`config.mk`:
```
export PLATFORM = sky130hd
export DESIGN_NAME = logic_unit_pipe
export DESIGN_NICKNAME = d
export VERILOG_FILES = /design/src/rtl/logic_unit_pkg.sv /design/src/rtl/logic_unit_core.sv /design/src/rtl/logic_unit_pipe.sv
export SDC_FILE = /design/constraint.sdc
export NUM_CORES = 1
export LEC_CHECK = 0
export BUFFER_PORTS_ARGS = -buffer_cell sky130_fd_sc_hd__buf_2
export CAP_MARGIN = 20
export CORE_MARGIN = 1
export CORE_UTILIZATION = 51
export CTS_CLUSTER_SIZE = 14
export DETAILED_ROUTE_END_ITERATION = 12
export PLACE_DENSITY = 0.76
export SYNTH_ARGS = -nofsm -noshare
export SYNTH_HDL_FRONTEND = slang
export SYNTH_SLANG_ARGS = --single-unit
```
`constraint.sdc`:
```
create_clock -name clk -period 1.85 [get_ports clk]
set_clock_uncertainty 0.05 [all_clocks]
set_input_delay 0.185 -clock clk [delete_from_list [all_inputs] [get_ports clk]]
set_output_delay 0.185 -clock clk [all_outputs]
set_load 0.005 [all_outputs]
```
`src/rtl/logic_unit_pkg.sv`:
```
// Shared definitions for the bitwise logic unit: op-code width and op encoding.
package logic_unit_pkg;

    localparam int OP_W = 3;

    typedef enum logic [OP_W-1:0] {
        OP_AND  = 3'd0,
        OP_OR   = 3'd1,
        OP_XOR  = 3'd2,
        OP_NAND = 3'd3,
        OP_NOR  = 3'd4,
        OP_XNOR = 3'd5,
        OP_ANDN = 3'd6,   // A & ~B
        OP_PASS = 3'd7    // A
    } op_e;

endpackage

```
`src/rtl/logic_unit_core.sv`:
```
// Purely combinational WIDTH-bit bitwise op decode/compute with result flags.
// Optional parity output is enabled by LOGIC_UNIT_PARITY_EN.
module logic_unit_core
    import logic_unit_pkg::*;
#(
    parameter int WIDTH = 8
) (
    input  logic [WIDTH-1:0] a,
    input  logic [WIDTH-1:0] b,
    input  op_e              op,
    output logic [WIDTH-1:0] y,
    output logic             zero,
`ifdef LOGIC_UNIT_PARITY_EN
    output logic             parity,
`endif
    output logic             ones
);

    // Op decode: every op is bitwise, no carry, no width growth.
    always_comb begin
        y = '0;
        case (op)
            OP_AND:  y = a & b;
            OP_OR:   y = a | b;
            OP_XOR:  y = a ^ b;
            OP_NAND: y = ~(a & b);
            OP_NOR:  y = ~(a | b);
            OP_XNOR: y = ~(a ^ b);
            OP_ANDN: y = a & ~b;
            OP_PASS: y = a;
            default: y = '0;
        endcase
    end

    // Flags; for WIDTH=1 these reduce to zero=~y, ones=y.
    assign zero = ~(|y);
    assign ones = &y;

`ifdef LOGIC_UNIT_PARITY_EN
    assign parity = ^y;
`endif

endmodule

```
`src/rtl/logic_unit_pipe.sv`:
```
// Two-stage valid/ready pipelined bitwise logic unit.
// S1 registers operands and op, S2 registers the result and flags.
// Define LOGIC_UNIT_PARITY_EN to add the registered out_parity output.
module logic_unit_pipe
    import logic_unit_pkg::*;
#(
    parameter int WIDTH = 8
) (
    input  logic             clk,
    input  logic             rst,
    input  logic             in_valid,
    output logic             in_ready,
    input  logic [WIDTH-1:0] in_a,
    input  logic [WIDTH-1:0] in_b,
    input  logic [OP_W-1:0]  in_op,
    output logic             out_valid,
    input  logic             out_ready,
    output logic [WIDTH-1:0] out_y,
    output logic             out_zero,
`ifdef LOGIC_UNIT_PARITY_EN
    output logic             out_parity,
`endif
    output logic             out_ones
);

    // S1 state
    logic             s1_valid_q, s1_valid_d;
    logic [WIDTH-1:0] a_q, a_d;
    logic [WIDTH-1:0] b_q, b_d;
    op_e              op_q, op_d;

    // S2 state
    logic             out_valid_q, out_valid_d;
    logic [WIDTH-1:0] y_q, y_d;
    logic             zero_q, zero_d;
    logic             ones_q, ones_d;

    // Combinational result of the beat sitting in S1
    logic [WIDTH-1:0] y_c;
    logic             zero_c, ones_c;

    logic s1_adv, s2_adv;

`ifdef LOGIC_UNIT_PARITY_EN
    logic parity_q, parity_d, parity_c;
`endif

    logic_unit_core #(.WIDTH(WIDTH)) u_core (
        .a      (a_q),
        .b      (b_q),
        .op     (op_q),
        .y      (y_c),
        .zero   (zero_c),
`ifdef LOGIC_UNIT_PARITY_EN
        .parity (parity_c),
`endif
        .ones   (ones_c)
    );

    // Advance logic: S2 drains when empty or consumed; S1 moves when empty or S2 moves.
    // in_ready depends on out_ready and state only, never on in_valid.
    always_comb begin
        s2_adv = !out_valid_q || out_ready;
        s1_adv = !s1_valid_q || s2_adv;
    end

    assign in_ready = s1_adv;

    // Next-state for both stages; data registers only load on a real beat so
    // out_y keeps its last value across bubbles.
    always_comb begin
        s1_valid_d  = s1_valid_q;
        a_d         = a_q;
        b_d         = b_q;
        op_d        = op_q;
        out_valid_d = out_valid_q;
        y_d         = y_q;
        zero_d      = zero_q;
        ones_d      = ones_q;
`ifdef LOGIC_UNIT_PARITY_EN
        parity_d    = parity_q;
`endif
        if (s1_adv) begin
            s1_valid_d = in_valid;
            if (in_valid) begin
                a_d  = in_a;
                b_d  = in_b;
                op_d = op_e'(in_op);
            end
        end
        if (s2_adv) begin
            out_valid_d = s1_valid_q;
            if (s1_valid_q) begin
                y_d    = y_c;
                zero_d = zero_c;
                ones_d = ones_c;
`ifdef LOGIC_UNIT_PARITY_EN
                parity_d = parity_c;
`endif
            end
        end
    end

    // Pipeline registers; reset discards all in-flight beats at once.
    always_ff @(posedge clk or posedge rst) begin
        if (rst) begin
            s1_valid_q  <= 1'b0;
            a_q         <= '0;
            b_q         <= '0;
            op_q        <= OP_AND;
            out_valid_q <= 1'b0;
            y_q         <= '0;
            zero_q      <= 1'b0;
            ones_q      <= 1'b0;
`ifdef LOGIC_UNIT_PARITY_EN
            parity_q    <= 1'b0;
`endif
        end else begin
            s1_valid_q  <= s1_valid_d;
            a_q         <= a_d;
            b_q         <= b_d;
            op_q        <= op_d;
            out_valid_q <= out_valid_d;
            y_q         <= y_d;
            zero_q      <= zero_d;
            ones_q      <= ones_d;
`ifdef LOGIC_UNIT_PARITY_EN
            parity_q    <= parity_d;
`endif
        end
    end

    assign out_valid = out_valid_q;
    assign out_y     = y_q;
    assign out_zero  = zero_q;
    assign out_ones  = ones_q;
`ifdef LOGIC_UNIT_PARITY_EN
    assign out_parity = parity_q;
`endif

endmodule
```
---- Yosys cells after proc, flatten, opt, wreduce, memory -nomap -nowiden ----
Cells that the tools add are included.
operators by class
  mux-type cells .......................... 1
  reduce and logical (&&, ||, !) cells .... 9
  equality and inequality tests ........... 7
  bitwise operators ....................... 9
operator list
  kind                count
  $pmux 8 s8          1
  $not 8->8           4
  $and 8x8->8         2
  $eq 3x3->1 const B  4
  $or 8x8->8          1
  $reduce_and 8->1    1
  $reduce_or 8->1     1
  $xor 8x8->8         1
  $eq 3x2->1 const B  2
  $reduce_and 2->1    2
  $eq 3x1->1 const B  1
  $logic_not 3->1     1
  $logic_not 1->1     2
  $logic_or 1x1->1    2
  $not 1->1           1
storage, ports and cells
  output and inout port bits .............. 12
  input port bits ......................... 23
  register bits after elaboration ......... 31
  logic and storage cells ................. 34

---- Logic depth before layout (Yosys ltp) ----
Gate-level depths: netlist of run 1.
  depth in word-level cells ............... 5
  mapped depth ............................ 8
  mapped depth without buffers ............ 8

---- By module ----
A second synthesis of run 1 with hierarchy kept.
unflattened totals
  cells, all modules ...................... 223
  area, all modules ....................... 2313.5 um2
modules (own cells, without submodules)
  module           cells each  area an instance (um2)  instances  seq. area each (um2)
  logic_unit_pipe  68          1229.9                  1          775.7
  logic_unit_core  155         1083.5                  1          0.0

---- Worst setup path before layout of run 1 ----
No wires, ideal clock.
  path kind ............................... register to register
  start ................................... register a_q[3]
  end ..................................... register zero_q, in the netlist out_zero
  data required time ...................... 1.708 ns
  buffers on the path ..................... 0
  data arrival time ....................... 1.786 ns
  slack ................................... -0.078 ns
  cell stages (with the launch flop) ...... 8
  path through ............................ dfrtp_1 inv_1 ha_1 mux4_2 and2_4 nor3_1 nand3_1 o31ai_2
between the ends
  longest elaborated chain between the ends .. 5
  elaborated cells between the ends (all ways) .. 10
RTL lines
  element                                    RTL line                                                             text
  start: declaration                         logic_unit_pipe.sv:28                                                logic [WIDTH-1:0] a_q, a_d;
  start signal: assignment                   logic_unit_pipe.sv:108                                               a_q <= '0;
  start signal: assignment                   logic_unit_pipe.sv:120                                               a_q <= a_d;
  $xor 8x8->8, or another cell as far along  logic_unit_core.sv:25, logic_unit_core.sv:28
  $not 8->8, on equally long branches        logic_unit_core.sv:28, logic_unit_core.sv:26, logic_unit_core.sv:27
  $pmux 8 s8 (*)                             logic_unit_core.sv:22                                                case (op)
  $reduce_or 8->1 (*)                        logic_unit_core.sv:36                                                assign zero = ~(|y);
  $not 1->1 (*)                              logic_unit_core.sv:36
  end signal: assignment                     logic_unit_pipe.sv:125                                               zero_q <= zero_d;
  end: declaration                           logic_unit_pipe.sv:35                                                logic zero_q, zero_d;
Mark *: on every way between the ends. The rest lies on a longest branch, timed or not.
A chain may end at the register's enable or synchronous reset.

---- Worst setup path in the final report of run 1 ----
  start ................................... register b_q[3]
  end ..................................... register ones_q, in the netlist out_ones
between the ends
  longest elaborated chain between the ends .. 4
  elaborated cells between the ends (all ways) .. 10
RTL lines
  element                                    RTL line                text
  start: declaration                         logic_unit_pipe.sv:29   logic [WIDTH-1:0] b_q, b_d;
  start signal: assignment                   logic_unit_pipe.sv:109  b_q <= '0;
  start signal: assignment                   logic_unit_pipe.sv:121  b_q <= b_d;
  $not 8->8, or another cell as far along    logic_unit_core.sv:29   OP_ANDN: y = a & ~b;
  $and 8x8->8, or another cell as far along  logic_unit_core.sv:29
  $pmux 8 s8 (*)                             logic_unit_core.sv:22
  $reduce_and 8->1 (*)                       logic_unit_core.sv:37   assign ones = &y;
  end signal: assignment                     logic_unit_pipe.sv:126  ones_q <= ones_d;
  end: declaration                           logic_unit_pipe.sv:36   logic ones_q, ones_d;
Marked as above.

==> reports/results.ini, run 1 <==
[outcome]
status=finished, violations left
violations=setup timing

[logic_synthesis]
synth.distinct_cells=53
async_flop_share=1.00
synth-seq-cells=31
seq_area_frac_synth=0.343
synth_top_family_by_area=multiplexers
avgSynthCellArea_sq_um=10.6
synthFlopType=dfrtp_1
synth_xor_area_frac=0
synth_fp_nets=261
synth_edf_count=0
synth.area.mux_share=0.181
yosys.area_share.adder=0.133
ys_warn_count=0
synth_compound_area_frac=0.145
syn_inst=214
synthesis.area_sq_mm=0.00226
synth-simple-area-share=0.112

[route]
vias=1831
firstDrtPassIters=4
drc=0
final_antenna_net_count=0
wirelength_um=5120
drt_iter0_markers=79
vias_per_cell=5.48
drt-wirelength-per-cell_um=15.3

[pwr]
power.net_switching_uw=975
p_comb_frac=0.469
clkPwrFrac=0.200
sw_frac_of_total=0.354
p_int_mw=1.78
power.share.sequential=0.331
ir_worst_vdd_mv=0.575
leakagePower_nw=1.40
powerDensity_mw_per_mm2=938
power_mw=2.75

[clock_tree]
clk_path_buf_depth=2
root_buffer=clkbuf_8
worstSkewPairLatency_ns=0.29
cts.clk_slew.worst_paths_ns=0.06
clock-sinks=31
cts_tree=yes
cts_buffers=5
h-tree-depth=2

[layout]
antenna_cells=0
finalNetCount=331
fill_cells=300
post-route-util=0.708
layout-drive-gt1-share=0.507
area_growth_pct=29.6

[global_route]
grt_pass1_wl_um=8100
grt_overflow=0
met2_usage=0.406
gr-usage-met1=0.285
gr-usage-all-layers=0.238
grt_max_degree=32
use_met3=0.0592
busiest_layer=met2
antenna_found_initial=0
grt_pass1_vias=1774

[place]
pre_cts_slack_ns=-0.212
portBuffers=34
globalplace.congestion=0.858
detailed_place_hpwl_um=3400

[timing]
worst_slack_ns=-0.140
slew_viol_final=0
relSlewSlack=0.724
finalCritPeriodShare=1.08
tightest_slew_ns=0.415
rsz0062_at_grt=true
max_clock_freq_mhz=502
hold_viol=0
period_minus_slack_ns=1.99
setup_violations=3

[worst_setup_path]
worst_setup_path_start_kind=flop
crit_path_max_incr_delay_ns=0.46
end_kind=flop
crit_slowest_cell=mux4_2
critPathKind=reg -> reg
worstPathCellList=inv_2, ha_4, mux4_2, and2_4, o211ai_1, nor4_1, a22o_1
crit_arrival_ns=2.12
cp.required_ns=1.98
critPathMaxFanout=3

[floorplan]
die_w_um=68.6
coreArea_sq_mm=0.00414
initial_core_util=0.546
fp-row-count=23
dieArea_sq_mm=0.00471
ios=35
die_h_um=68.6

[min_path]
hp-class=in -> reg

[flow_run]
cap_violations=0

## kinds of logic after synthesis
family,after synthesis
AND/OR/NAND/NOR,47
buffers and inverters,34
flip-flops,31
AO/OA/AOI/OAI,43
multiplexers,35
adder cells (fa/ha/maj),24
## power by group through the flow
| stage | logic, mW | registers [mW] | clock network [mW] |
|---|---|---|---|
| floorplan | 0.721 | 0.906 | 0 |
| global placement | 1.01 | 0.914 | 0 |
| detailed placement | 1.06 | 0.921 | 0 |
| CTS | 1.15 | 0.906 | 0.560 |
| global route | 1.42 | 0.931 | 0.590 |
| finish | 1.29 | 0.911 | 0.552 |
## flip-flops by register name, summed over array words and instances, names as in the netlist
name / flops
s1_valid_q: 1
b_q: 8
a_q: 8
out_valid: 1
out_ones: 1
out_y: 8
out_zero: 1
op_q: 3
## placed cells by master, fill, tap and decap left out, types with 4 or more instances in the layout
master and n:
buf_4 36, dfrtp_2 4, mux2_2 21, dfrtp_1 27, ha_1 19, clkbuf_8 6, inv_2 7, mux2i_1 7
o21ai_0 7, ha_4 5, inv_1 15, nor2_1 4, nand2_1 16, nand2b_1 9, buf_2 34, a21oi_1 4
o21ai_1 4, o211ai_1 5
## Yosys cell counts, drive strengths merged (2+ instances only)
library cell | count | area share
a21oi | 6 | 0.015
a311oi | 2 | 0.010
buf | 10 | 0.046
dfrtp | 31 | 0.34
ha | 24 | 0.13
inv | 23 | 0.039
mux2 | 24 | 0.12
mux2i | 9 | 0.040
mux4 | 2 | 0.020
nand2 | 16 | 0.027
nand2b | 10 | 0.028
nand3b | 3 | 0.0099
nand4 | 2 | 0.0055
nor2 | 6 | 0.0099
nor2b | 2 | 0.0055
o2111ai | 2 | 0.0077
o211ai | 5 | 0.017
o21ai | 11 | 0.024
o31ai | 3 | 0.012
or3 | 2 | 0.0077
## metal layers
| layer | wire length [um] | up-vias |
|---|---|---|
| li1 | - | 892 |
| met1 | 2180 | 879 |
| met2 | 2600 | 48 |
| met3 | 227 | 12 |
| met4 | 112 | 0 |
| met5 | 0 | - |
## area by class of cell
type,count,area (sq um),area share
clock buffers,6,82.6,0.0281
clock inverters,1,5.00,0.00171
inverters,23,88.8,0.0303
multi-input cells,149,1440,0.490
flip-flops and latches,31,781,0.266
well taps,50,62.6,0.0213
repair buffers,74,478,0.163
## through the flow
| step | instances | hold slack [ns] | instance area [sq um] | setup TNS, ns |
|---|---|---|---|---|
| global route | 334 | 0.0472 | 2930 | -0.497 |
| global placement | 318 | 0.229 | 2630 | -0.232 |
| CTS | 329 | 0.0468 | 2800 | -0.208 |
| detailed placement | 318 | 0.238 | 2630 | -0.406 |
| finish | 334 | 0.0461 | 2930 | -0.227 |
| floorplan | 214 | 0.239 | 2270 | 0 |
## worst max-delay path, delay by kind of cell (launching register included)
family	cells	cell delay, ns
flops	1	0.43
fa+ha+maj	1	0.20
buf+inv	1	0.11
compound gates	2	0.39
simple gates	2	0.25
mux	1	0.46
## worst paths after layout
kind                               start         end  slack [ns]  cells past startpoint
worst max-delay path              b_q[3]    out_ones       -0.14                      7
worst min-delay path            in_valid  s1_valid_q        0.05                      2
worst max register to register    b_q[3]    out_ones       -0.14                      7
worst min register to register  out_y[5]    out_y[5]        0.43                      2
max in group asynchronous            rst     op_q[1]        0.96                      4
min in group asynchronous            rst      b_q[7]        0.47                      4
## what timing repair did
| item | 4_1_cts | 5_1_grt |
|---|---|---|
| pin swaps | 2 | 12 |
| setup endpoints to repair | 4 | 7 |
| endpoints found under the hold margin | 31 | 0 |
| setup buffers | 3 | 5 |
| gates resized for setup | 13 | 25 |
| hold buffers | 1 | 0 |
Note: power is estimated with default switching activity, not from simulation.
==> run 2, diff against run 1 <==
- CORE_UTILIZATION: 51 -> 57
- PLACE_DENSITY: 0.76 -> 0.8
- clock period: 1.85 -> 2.21 ns (I/O delays scaled with it)
==> reports/results.ini, run 2 (synthesis gave the netlist of run 1 again) <==
[outcome]
status=finished, final reports clean  ; was finished, violations left

[clock_tree]
worstSkewPairLatency_ns=0.28  ; was 0.29 ns
cts.clk_slew.worst_paths_ns=0.06  ; about the same
root_buffer=clkbuf_8  ; unchanged
clock-sinks=31  ; unchanged
cts_tree=yes  ; unchanged
clk_path_buf_depth=2  ; unchanged
h-tree-depth=2  ; unchanged
post-cts-setup-buffer-count=0  ; was 3
cts_buffers=5  ; unchanged

[pwr]
leakagePower_nw=1.25  ; was 1.40 nW
p_int_mw=1.30  ; was 1.78 mW
p_comb_frac=0.389  ; was 0.469
clkPwrFrac=0.226  ; was 0.200
ir_worst_vdd_mv=0.460  ; was 0.575 mV
power.net_switching_uw=665  ; was 975 uW
sw_frac_of_total=0.338  ; was 0.354
powerDensity_mw_per_mm2=769  ; was 938 mW/mm^2
power.share.sequential=0.386  ; was 0.331

[layout]
stdcell_area_sq_mm=0.00256  ; was 0.00293 sq mm
final_common_cell=buf_2  ; was buf_4
final_cell_mix=buf_2, dfrtp_1, ha_1  ; was buf_4, buf_2, dfrtp_1
fill_cells=317  ; was 300
antenna_cells=0  ; unchanged
layout-drive-gt1-share=0.343  ; was 0.507
multi_input_area_sq_mm=0.00130  ; was 0.00144 sq mm
fin_cells=302  ; was 334
finalNetCount=301  ; was 331
area_growth_pct=12.9  ; was 29.6%
final-seq-area_sq_um=776  ; was 781 sq um

[worst_setup_path]
cpMostUsedCell=inv_1
worstPathCellList=inv_1, ha_1, inv_1, mux4_2, mux2i_1, nand2b_1, nor4_1, a22o_1  ; was inv_2, ha_4, mux4_2, and2_4, o211ai_1, nor4_1, a22o_1
path_buf_inv=2  ; was 1
crit_path_max_incr_delay_ns=0.45  ; was 0.46 ns
critPathMaxFanout=5  ; was 3
cp.required_ns=2.33  ; was 1.98 ns
crit_arrival_ns=2.15  ; was 2.12 ns
cp_top_family=multiplexers  ; unchanged
critPathKind=reg -> reg  ; unchanged
crit_slowest_cell=mux4_2  ; unchanged
worst_setup_path_start_kind=flop  ; unchanged
end_kind=flop  ; unchanged

[timing]
max_clock_freq_mhz=493  ; was 502 MHz
period_minus_slack_ns=2.03  ; was 1.99 ns
tightest_slew_ns=0.489  ; was 0.415 ns
setup_violations=0  ; was 3
fin_setup_tns_ns=0  ; was -0.227 ns
relSlewSlack=0.673  ; was 0.724
finalCritPeriodShare=0.917  ; was 1.08
slew_viol_final=0  ; unchanged
worst_slack_ns=0.183  ; was -0.140 ns
rsz0062_at_grt=false  ; was true
hold_viol=0  ; unchanged

[global_route]
gr-usage-all-layers=0.200  ; was 0.238
grt_overflow=0  ; unchanged
antenna_found_initial=0  ; unchanged
grt_max_degree=32  ; unchanged
grt_pass1_vias=1479  ; was 1774
grt_pass1_wl_um=6360  ; was 8100 um

[route]
vias_per_cell=5.45  ; was 5.48
vias=1645  ; was 1831
wirelength_um=3840  ; was 5120 um
drt_iter0_markers=49  ; was 79
drt-wirelength-per-cell_um=12.7  ; was 15.3 um
drc=0  ; unchanged
firstDrtPassIters=4  ; unchanged
final_antenna_net_count=0  ; unchanged

[place]
detailed_place_hpwl_um=2930  ; was 3400 um
pre_cts_slack_ns=0.123  ; was -0.212 ns
place_inst=294  ; was 318
portBuffers=34  ; unchanged
globalplace.congestion=0.778  ; was 0.858
post_dp_cell_area_sq_mm=0.00245  ; was 0.00263 sq mm

[flow_run]
cap_violations=0  ; unchanged

[floorplan]
die_w_um=65.0  ; was 68.6 um
die_h_um=65.0  ; was 68.6 um
dieArea_sq_mm=0.00423  ; was 0.00471 sq mm
coreArea_sq_mm=0.00374  ; was 0.00414 sq mm
ios=35  ; unchanged
fp-row-count=22  ; was 23
initial_core_util=0.605  ; was 0.546

[min_path]
hp-class=in -> reg  ; unchanged

## run 2: cell count changes in the layout (fill, tap and decap cells not counted), sizes merged
cell and delta:
clkbuf -1, buf -29
## run 2: worst paths after layout
path / from / to / slack (ns) / depth (start not counted)
max: a_q[2] / out_ones / 0.18 / 8
min: in_valid / s1_valid_q / 0.10 / 2
max reg2reg: a_q[2] / out_ones / 0.18 / 8
min reg2reg: out_y[5] / out_y[5] / 0.42 / 2
max in group asynchronous: rst / a_q[4] / 1.33 / 4
min in group asynchronous: rst / s1_valid_q / 0.50 / 4
## run 2: per-stage QoR
step | power, mW | hold slack, ns | util
floorplan | 1.36 | 0.275 | -
global placement | 1.51 | 0.266 | 0.655
detailed placement | 1.53 | 0.271 | 0.655
CTS | 1.98 | 0.0981 | 0.681
global route | 2.11 | 0.100 | 0.683
finish | 1.97 | 0.101 | 0.683
## run 2: routing by layer
layer,vias to the layer above,share of wire,global-route usage
met5,-,0,0
met4,0,0.015,0.0815
met3,7,0.044,0.0475
met2,47,0.46,0.332
met1,756,0.48,0.247
li1,835,-,-
## run 2: cell type report
| type | instances | area share |
|---|---|---|
| well taps | 48 | 0.0235 |
| multi-input cells | 149 | 0.507 |
| clock inverters | 1 | 0.00196 |
| flip-flops and latches | 31 | 0.303 |
| clock buffers | 6 | 0.0323 |
| repair buffers | 44 | 0.0969 |
| inverters | 23 | 0.0348 |
## run 2: worst reg2reg max path, cell delays in order (launching register included)
cell	delay (ns)
dfrtp_1	0.40
inv_1	0.07
ha_1	0.30
inv_1	0.05
mux4_2	0.45
mux2i_1	0.23
nand2b_1	0.14
nor4_1	0.04
a22o_1	0.20
## run 2: power by group through the flow
stage               Combinational [mW]  Sequential (mW)  Clock [mW]
detailed placement               0.763            0.771           0
floorplan                        0.601            0.758           0
global placement                 0.744            0.763           0
CTS                              0.766            0.761       0.453
global route                     0.858            0.774       0.476
finish                           0.764            0.759       0.444
## run 2: timing repair
action	in CTS	in global routing
hold endpoints to repair	31	0
hold buffers	1	0
endpoints found under the setup margin	0	1
gates resized for setup	0	1
